`config.mk`:
```
export PLATFORM = sky130hd
export DESIGN_NAME = ad5676_spi_rx_flat
export DESIGN_NICKNAME = d
export VERILOG_FILES = /design/src/rtl/ad5676_spi_rx_if.sv /design/src/rtl/ad5676_spi_rx.sv /design/src/flat_wrapper.sv
export SDC_FILE = /design/constraint.sdc
export NUM_CORES = 1
export LEC_CHECK = 0
export BUFFER_PORTS_ARGS = -buffer_cell sky130_fd_sc_hd__buf_4
export CAP_MARGIN = 10
export CORE_MARGIN = 2
export CORE_UTILIZATION = 38
export CTS_CLUSTER_DIAMETER = 40
export DETAILED_ROUTE_END_ITERATION = 16
export GPL_ROUTABILITY_DRIVEN = 0
export MAX_ROUTING_LAYER = met4
export PLACE_DENSITY_LB_ADDON = 0.05
export SYNTH_ARGS = -nofsm -noshare
export SYNTH_HDL_FRONTEND = slang
export SYNTH_SLANG_ARGS = --single-unit
```
`constraint.sdc`:
```
create_clock -name sys_clk -period 14.3 [get_ports sys_clk]
set_input_delay 3.575 -clock sys_clk [delete_from_list [all_inputs] [get_ports sys_clk]]
set_output_delay 3.575 -clock sys_clk [all_outputs]
set_load 0.05 [all_outputs]
```
`src/rtl/ad5676_spi_rx_if.sv`:
```
`default_nettype none
// ============================================================================
// Module      : ad5676_spi_rx_if
// Description : Bundle of the serial-side inputs, the read-back select and
//               the frame/register outputs of the AD5676-style SPI receiver.
//   master : drives sclk, sync_n, sdin, ldac_n, rd_ch; observes the results
//   slave  : the receiver itself
// Revision    : 1.0  initial release
// ============================================================================
interface ad5676_spi_rx_if;
  logic        sclk;
  logic        sync_n;
  logic        sdin;
  logic        ldac_n;
  logic [2:0]  rd_ch;
  logic        frame_valid;
  logic [3:0]  frame_cmd;
  logic [3:0]  frame_addr;
  logic [15:0] frame_data;
  logic        frame_err;
  logic [15:0] dac_out;
  logic        update_pulse;

  modport master (
    output sclk, sync_n, sdin, ldac_n, rd_ch,
    input  frame_valid, frame_cmd, frame_addr, frame_data, frame_err,
           dac_out, update_pulse
  );

  modport slave (
    input  sclk, sync_n, sdin, ldac_n, rd_ch,
    output frame_valid, frame_cmd, frame_addr, frame_data, frame_err,
           dac_out, update_pulse
  );
endinterface
`default_nettype wire

```
`src/rtl/ad5676_spi_rx.sv`:
```
`default_nettype none
// ============================================================================
// Module      : ad5676_spi_rx
// Description : Receives 24-bit AD5676 frames on an asynchronous SPI link,
//               decodes write/update commands into 8 input and 8 DAC
//               registers, and supports the LDAC broadcast update.
//   sys_clk  : system clock (rising edge)
//   sys_rst  : asynchronous active-high reset
//   bus      : ad5676_spi_rx_if.slave (serial inputs, rd_ch, frame status,
//              dac_out read-back, update_pulse)
//   SYNC_STAGES : flip-flops per input synchronizer (>= 2)
// Revision    : 1.0  initial release
// ============================================================================
module ad5676_spi_rx #(
  parameter int SYNC_STAGES = 2
) (
  input  wire logic        sys_clk,
  input  wire logic        sys_rst,
  ad5676_spi_rx_if.slave   bus
);

  typedef enum logic [0:0] {S_IDLE = 1'b0, S_SHIFT = 1'b1} state_t;

  // Input index: 0 sclk, 1 sync_n, 2 sdin, 3 ldac_n
  logic [3:0]                  w_raw;
  logic [3:0][SYNC_STAGES-1:0] r_sync;
  logic [3:0]                  w_sync;
  logic [3:0]                  r_prev;
  logic                        r_sclk_fall, r_syncn_fall, r_syncn_rise, r_ldac_fall;

  state_t       r_state, w_state_nxt;
  logic [23:0]  r_shift, w_shift_nxt;
  logic [4:0]   r_cnt, w_cnt_nxt;
  logic         w_accept, w_error;

  logic [15:0]  r_in  [8];
  logic [15:0]  r_dac [8];
  logic [15:0]  w_in_nxt  [8];
  logic [15:0]  w_dac_nxt [8];
  logic         w_upd;

  logic [3:0]   r_frame_cmd, r_frame_addr;
  logic [15:0]  r_frame_data;
  logic         r_frame_valid, r_frame_err, r_update;

  assign w_raw = {bus.ldac_n, bus.sdin, bus.sync_n, bus.sclk};

  always_comb begin
    for (int k = 0; k < 4; k++) w_sync[k] = r_sync[k][SYNC_STAGES-1];
  end

  // Synchronizers idle high so a reset never looks like a falling edge.
  // Edge pulses are registered, so every input sees identical latency and
  // simultaneous raw events stay simultaneous after synchronization.
  always_ff @(posedge sys_clk or posedge sys_rst) begin
    if (sys_rst) begin
      r_sync       <= '1;
      r_prev       <= '1;
      r_sclk_fall  <= 1'b0;
      r_syncn_fall <= 1'b0;
      r_syncn_rise <= 1'b0;
      r_ldac_fall  <= 1'b0;
    end else begin
      for (int k = 0; k < 4; k++)
        r_sync[k] <= {r_sync[k][SYNC_STAGES-2:0], w_raw[k]};
      r_prev       <= w_sync;
      r_sclk_fall  <= r_prev[0] & ~w_sync[0];
      r_syncn_fall <= r_prev[1] & ~w_sync[1];
      r_syncn_rise <= ~r_prev[1] & w_sync[1];
      r_ldac_fall  <= r_prev[3] & ~w_sync[3];
    end
  end

  // FSM state register
  always_ff @(posedge sys_clk or posedge sys_rst) begin
    if (sys_rst) r_state <= S_IDLE;
    else         r_state <= w_state_nxt;
  end

  // Next state / shift path. r_prev[2] is the sdin sample taken in the same
  // cycle that produced r_sclk_fall, so data and clock stay aligned.
  // A final sclk fall coincident with sync_n rise is shifted before the
  // count is judged.
  always_comb begin
    w_state_nxt = r_state;
    w_shift_nxt = r_shift;
    w_cnt_nxt   = r_cnt;
    w_accept    = 1'b0;
    w_error     = 1'b0;
    case (r_state)
      S_IDLE: begin
        if (r_syncn_fall) begin
          w_state_nxt = S_SHIFT;
          w_shift_nxt = '0;
          w_cnt_nxt   = '0;
        end
      end
      S_SHIFT: begin
        if (r_sclk_fall) begin
          w_shift_nxt = {r_shift[22:0], r_prev[2]};
          w_cnt_nxt   = (r_cnt == 5'd31) ? 5'd31 : r_cnt + 5'd1;
        end
        if (r_syncn_rise) begin
          w_state_nxt = S_IDLE;
          if (w_cnt_nxt == 5'd24) w_accept = 1'b1;
          else                    w_error  = 1'b1;
        end
      end
      default: w_state_nxt = S_IDLE;
    endcase
  end

  // Register file update. The frame write is resolved first so that a
  // coincident LDAC copy carries the freshly written input value.
  always_comb begin
    w_in_nxt  = r_in;
    w_dac_nxt = r_dac;
    w_upd     = 1'b0;
    if (w_accept && !w_shift_nxt[19]) begin
      case (w_shift_nxt[23:20])
        4'h1: w_in_nxt[w_shift_nxt[18:16]] = w_shift_nxt[15:0];
        4'h2: begin
          w_dac_nxt[w_shift_nxt[18:16]] = r_in[w_shift_nxt[18:16]];
          w_upd = 1'b1;
        end
        4'h3: begin
          w_in_nxt[w_shift_nxt[18:16]]  = w_shift_nxt[15:0];
          w_dac_nxt[w_shift_nxt[18:16]] = w_shift_nxt[15:0];
          w_upd = 1'b1;
        end
        default: ;
      endcase
    end
    if (r_ldac_fall) begin
      for (int i = 0; i < 8; i++) w_dac_nxt[i] = w_in_nxt[i];
      w_upd = 1'b1;
    end
  end

  always_ff @(posedge sys_clk or posedge sys_rst) begin
    if (sys_rst) begin
      r_shift       <= '0;
      r_cnt         <= '0;
      r_frame_cmd   <= '0;
      r_frame_addr  <= '0;
      r_frame_data  <= '0;
      r_frame_valid <= 1'b0;
      r_frame_err   <= 1'b0;
      r_update      <= 1'b0;
      for (int i = 0; i < 8; i++) begin
        r_in[i]  <= '0;
        r_dac[i] <= '0;
      end
    end else begin
      r_shift       <= w_shift_nxt;
      r_cnt         <= w_cnt_nxt;
      r_frame_valid <= w_accept;
      r_frame_err   <= w_error;
      r_update      <= w_upd;
      if (w_accept) begin
        r_frame_cmd  <= w_shift_nxt[23:20];
        r_frame_addr <= w_shift_nxt[19:16];
        r_frame_data <= w_shift_nxt[15:0];
      end
      r_in  <= w_in_nxt;
      r_dac <= w_dac_nxt;
    end
  end

  assign bus.frame_valid  = r_frame_valid;
  assign bus.frame_err    = r_frame_err;
  assign bus.frame_cmd    = r_frame_cmd;
  assign bus.frame_addr   = r_frame_addr;
  assign bus.frame_data   = r_frame_data;
  assign bus.update_pulse = r_update;
  assign bus.dac_out      = r_dac[bus.rd_ch];

endmodule
`default_nettype wire

```
`src/flat_wrapper.sv`:
```
// flat-port wrapper written by rule: the top's interface ports become plain ports
module ad5676_spi_rx_flat 
#(
  parameter int SYNC_STAGES = 2
)
  (sys_clk, sys_rst, bus_sclk, bus_sync_n, bus_sdin, bus_ldac_n, bus_rd_ch, bus_frame_valid, bus_frame_cmd, bus_frame_addr, bus_frame_data, bus_frame_err, bus_dac_out, bus_update_pulse);
  ad5676_spi_rx_if bus_i ();
  input  wire logic sys_clk;
  input  wire logic sys_rst;
  input wire logic [$bits(bus_i.sclk)-1:0] bus_sclk;
  input wire logic [$bits(bus_i.sync_n)-1:0] bus_sync_n;
  input wire logic [$bits(bus_i.sdin)-1:0] bus_sdin;
  input wire logic [$bits(bus_i.ldac_n)-1:0] bus_ldac_n;
  input wire logic [$bits(bus_i.rd_ch)-1:0] bus_rd_ch;
  output wire logic [$bits(bus_i.frame_valid)-1:0] bus_frame_valid;
  output wire logic [$bits(bus_i.frame_cmd)-1:0] bus_frame_cmd;
  output wire logic [$bits(bus_i.frame_addr)-1:0] bus_frame_addr;
  output wire logic [$bits(bus_i.frame_data)-1:0] bus_frame_data;
  output wire logic [$bits(bus_i.frame_err)-1:0] bus_frame_err;
  output wire logic [$bits(bus_i.dac_out)-1:0] bus_dac_out;
  output wire logic [$bits(bus_i.update_pulse)-1:0] bus_update_pulse;
  assign bus_i.sclk = bus_sclk;
  assign bus_i.sync_n = bus_sync_n;
  assign bus_i.sdin = bus_sdin;
  assign bus_i.ldac_n = bus_ldac_n;
  assign bus_i.rd_ch = bus_rd_ch;
  assign bus_frame_valid = bus_i.frame_valid;
  assign bus_frame_cmd = bus_i.frame_cmd;
  assign bus_frame_addr = bus_i.frame_addr;
  assign bus_frame_data = bus_i.frame_data;
  assign bus_frame_err = bus_i.frame_err;
  assign bus_dac_out = bus_i.dac_out;
  assign bus_update_pulse = bus_i.update_pulse;
  ad5676_spi_rx #(.SYNC_STAGES(SYNC_STAGES)) u_core (.sys_clk(sys_clk), .sys_rst(sys_rst), .bus(bus_i));
endmodule
```
# Yosys cells after proc, flatten, opt, wreduce, memory -nomap -nowiden
# Cells that the tools add are included.
# W data, S select, Z words.
# totals
rom_bits	0
elab_cells	99
input_bits	9
ram_bits	0
latch_bits	0
mem_count	0
regBits	329
output_inout_bits	43
# op_classes
magnitude_cmp	3
muxes	36
n_reduce_logical	8
eq_ne	6
n_addsub	1
n_bitwise	11
mul	0
n_shift	0
n_div	0
# ops
cell	n
$mux W128	4
$bwmux W128	3
$pmux W128 S2	1
$bmux W16 S3	2
$mux W16	5
$demux W16 S3	1
$mux W24	2
$pmux W24 S2	1
$mux W5	4
$mux W1	11
$eq A5 B5 Y1 const B	2
$pmux W5 S2	1
$eq A4 B2 Y1 const B	2
$ge A4 B4 Y1 const B	2
$not A3 Y4	2
$add A5 B1 Y5 const B	1
$not A1 Y1	5
$and A1 B1 Y1	4
$eq A4 B1 Y1 const B	1
$lt A4 B1 Y1 const B	1
$reduce_or A2 Y1	2
$reduce_bool A3 Y1	1
$logic_and A1 B1 Y1	2
$ne A2 B1 Y1 const B	1
other kinds (4)	4

# Depth between registers and ports, before layout
# logic_depth
ltp_word	11
ltp_mapped	12
depth_no_buf	8

# Least setup slack after synthesis
# No wires, ideal clock.
# synth_path
path_type	in2out
start	input bus_rd_ch[0]
end	output bus_dac_out[0]
stages	4
n_path_buf	2
path_slack_ns	5.444
t_required_ns	10.725
t_arrival_ns	5.281
path_cell_list	clkbuf_1 > buf_1 > mux4_2 > mux2_2
# synth_between
elab_chain_cells	4
# synth_rtl
item	line_no	source
start: declaration	flat_wrapper.sv:14	input wire logic [$bits(bus_i.rd_ch)-1:0] bus_rd_ch;
$not A3 Y4 (not written as such)	ad5676_spi_rx.sv:176	assign bus.dac_out = r_dac[bus.rd_ch];
$bmux W16 S3	ad5676_spi_rx.sv:176	
$mux W16 (not written as such) (2 in a row)	ad5676_spi_rx.sv:176	
end: declaration	flat_wrapper.sv:20	output wire logic [$bits(bus_i.dac_out)-1:0] bus_dac_out;
# No other way between the ends. The select of a mux whose other input is x is not followed.

# Worst setup path in the final report
# layout_path
start	input bus_rd_ch[0]
end	output bus_dac_out[4]
# Same word-level chain as after synthesis.

==> impl_metrics.env <==
export IMPL_whs_path_depth=0
export IMPL_final_common_cell="dfrtp_1"
export IMPL_ys_types=72
export IMPL_track_usage_pct=29.44
export IMPL_detail_route_wl_per_cell_um=28.95
export IMPL_ctsResizeCount=0
export IMPL_cp_top_family="multiplexers"
export IMPL_cts_hold_buf=0
export IMPL_drtIter0Drc=1092
export IMPL_fin_skew_ns=0.02989
export IMPL_worstPathRequired_ns=10.72
export IMPL_drc_errors=0
export IMPL_drive_gt1_share_pct=22.74
export IMPL_reg2reg_from="u_core.r_sclk_fall"
export IMPL_avgViaCountPerCell=6.123
export IMPL_yosys_most_used_dff="dfrtp_1"
export IMPL_netlist_top_cell_by_area="dfrtp_1"
export IMPL_slew_headroom_pct=18.00
export IMPL_synth_edf_count=0
export IMPL_hold_violations=0
export IMPL_reg2reg_setup_slack_ns=9.49
export IMPL_rsz0062_at_grt="no"
export IMPL_hold_start="u_core.r_sync[6]"
export IMPL_max_vdd_ir_drop_mv=0.08338
export IMPL_max_stage_delay_ns=0.59
export IMPL_die_area_mm2=0.04388
export IMPL_drv_cap=0
export IMPL_seq_area_mm2=0.008253
export IMPL_syn_avg_cell_area_um2=10.65
export IMPL_rows=75
export IMPL_syn_num_nets=1517
export IMPL_power_frac_comb_pct=8.8
export IMPL_antenna_found_initial=1
export IMPL_nets=1554
export IMPL_crit_path_max_fanout=32
export IMPL_core_area_mm2=0.04185
export IMPL_swShare_pct=25.86
export IMPL_worstMarginPinSlew_ns=1.225
export IMPL_antennaDiodeCount=0
export IMPL_cp_num_buf_inv=2
export IMPL_tns_ns=0
export IMPL_cp_end_kind="output pin"
export IMPL_start_util_pct=38.33
export IMPL_worstHoldPathType="flop to flop"
export IMPL_crit_type="input pin to output pin"
export IMPL_final_cell_mix="dfrtp_1 (315), a21oi_1 (155), nand3_1 (140), nand2_1 (140), buf_4 (91)"
export IMPL_finalPower_mw=2.810
export IMPL_first_pass_iters=5
export IMPL_htreeDepth=2
export IMPL_wl_mm=61.80
export IMPL_cts_buffers=60
export IMPL_seqPwrFrac_pct=36.5
export IMPL_p_per_area_mw_per_mm2=146.9
export IMPL_syn_to_final_growth_pct=19.27
export IMPL_hold_path_end="u_core.r_sync[7]"
export IMPL_root_buffer="clkbuf_16"
export IMPL_seq_area_frac_synth_pct=51.41
export IMPL_outcome="finished, final reports clean"
export IMPL_rr_endpoint="u_core.r_dac[107]"
export IMPL_pin_count=52
export IMPL_min_period_over_period_pct=62.00
export IMPL_ant_nets=0
export IMPL_cts_tree="yes"
export IMPL_fill_cells=3969
export IMPL_p_clk_share_pct=54.7
export IMPL_grt_overflow=0
export IMPL_p_leak_nw=8.652
export IMPL_pre_cts_slack_ns=5.409
export IMPL_finalWorstSetupSlack_ns=5.434
export IMPL_postLayoutCoreUtil_pct=45.72
export IMPL_yosysWarnings=0
export IMPL_grt_max_degree=139
export IMPL_yosys_register_bits=329
export IMPL_path_cells="buf_4 > mux4_2 > mux2_2 > buf_4"
export IMPL_p_int_mw=2.083
export IMPL_grt_pass1_vias=13480
export IMPL_dr_total_vias=13070
export IMPL_clkTransAtPathRegs_ns=0.05
export IMPL_portBuffers=51
export IMPL_cts_sinks=329
export IMPL_fp_dieW_um=209.5
export IMPL_rr_worst_depth=7
export IMPL_crit_path_top_delay_cell="buf_4"
export IMPL_setup_viol=0
export IMPL_multi_input_area_mm2=0.007143
export IMPL_cts_buffer_depth=3
export IMPL_clk_latency_ns=0.62
export IMPL_worst_ep_arrival_time_ns=5.29
export IMPL_period_minus_slack_ns=8.866
export IMPL_fmax_mhz=112.8
export IMPL_dp_hpwl_mm=37.86
export IMPL_grt_first_pass_wirelength_mm=91.56
export IMPL_timing_critical_path_mode_cell="buf_4"
export IMPL_syn_area_mm2=0.01604
export IMPL_cp_start_kind="input pin"
export IMPL_synthTopCellsByArea="dfrtp_1 (49%), mux2_2 (5.9%), a21oi_1 (4.9%)"
export IMPL_synth_top_area_share_pct=49.45
export IMPL_ys_async_sr_fraction_pct=100.0
export IMPL_power_switching_mw=0.7266
export IMPL_drv_slew=0
export IMPL_synthCells=1507
export IMPL_dieHeight_um=209.5
export IMPL_cts_setup_buffers=0
[synthesized netlist by cell type, types with 4 or more instances]
cell,number
and3_1,10
a221o_1,9
dfrtp_1,317
o21ai_0,60
nor3_1,6
o211ai_1,4
nand2_1,140
a21oi_1,156
buf_1,10
and2_1,4
dfstp_2,12
a2bb2oi_1,85
nand4_1,11
or4_1,4
or3_1,5
a32oi_1,20
buf_4,9
clkbuf_1,78
o22ai_1,5
a22o_1,7
buf_2,15
a221oi_1,12
nand3_1,141
nand2b_1,5
mux4_2,32
nor2b_1,6
nor2_1,41
inv_1,46
o21ai_1,16
mux2i_1,36
mux2_2,84
a22oi_1,54
[flip-flops by register name (all words and copies together), names as in the netlist]
name,flops
u_core.r_dac,128
u_core.r_in,128
u_core.r_shift,24
u_core.bus.frame_data,16
u_core.r_sync,8
u_core.r_cnt,5
u_core.bus.frame_addr,4
u_core.bus.frame_cmd,4
u_core.r_prev,4
u_core.bus.frame_err,1
u_core.bus.frame_valid,1
u_core.bus.update_pulse,1
u_core.r_ldac_fall,1
u_core.r_sclk_fall,1
u_core.r_state,1
u_core.r_syncn_fall,1
u_core.r_syncn_rise,1
[worst max path at each step]
stage / from / to / slack, ns / cells past startpoint
detailed placement: bus_rd_ch[0] / bus_dac_out[0] / 5.41 / 4
global route: bus_rd_ch[0] / bus_dac_out[4] / 5.33 / 4
floorplan: sys_rst / u_core.bus.frame_addr[0] / 1.63 / 1
finish: bus_rd_ch[0] / bus_dac_out[4] / 5.43 / 4
CTS: bus_rd_ch[0] / bus_dac_out[0] / 5.41 / 4
global placement: bus_rd_ch[0] / bus_dac_out[4] / 5.43 / 4
[cell type report]
class | count | share of cell area [%]
tap | 539 | 3.524
clock buffer | 75 | 8.828
inverter | 49 | 1.000
clock inverter | 39 | 2.616
multi-input combinational | 1013 | 37.33
timing repair buffer | 91 | 3.570
sequential | 329 | 43.13
[per-stage QoR]
step | instance area [um2] | std cells | hold WS (ns)
global route | 19130 | 2135 | 0.3577
detailed placement | 16950 | 2021 | 0.3484
global placement | 16950 | 2021 | 0.3465
finish | 19130 | 2135 | 0.3555
CTS | 19130 | 2135 | 0.3564
floorplan | 16040 | 1507 | 0.3452
[per-layer routing]
layer,wire length [um],track usage [%],vias up
met3,4053,4.369,159
met5,0,-,-
li1,-,-,5733
met2,28210,45.10,534
met4,2966,14.11,0
met1,26570,38.61,6646
[cell families (layout without fill, tap and decap cells)]
logic type | after synthesis | count (layout) | share of synthesized area, %
AOI/OAI and AO/OA | 461 | 461 | 19.39
and+or+nand+nor | 397 | 397 | 12.01
DFF | 329 | 329 | 51.41
buffers and inverters | 165 | 254 | 4.336
muxes | 154 | 154 | 12.77
adders and majority gates | 1 | 1 | 0.07798
[power groups by stage]
stage,Combinational [mW],Clock [mW],Sequential [mW]
after floorplan,0.184,0,1.02
after global placement,0.245,0,1.04
after detailed placement,0.248,0,1.04
after CTS,0.249,1.56,1.03
after global routing,0.269,1.60,1.03
final,0.246,1.54,1.03
No activity file was read; power rests on OpenSTA's default activity.
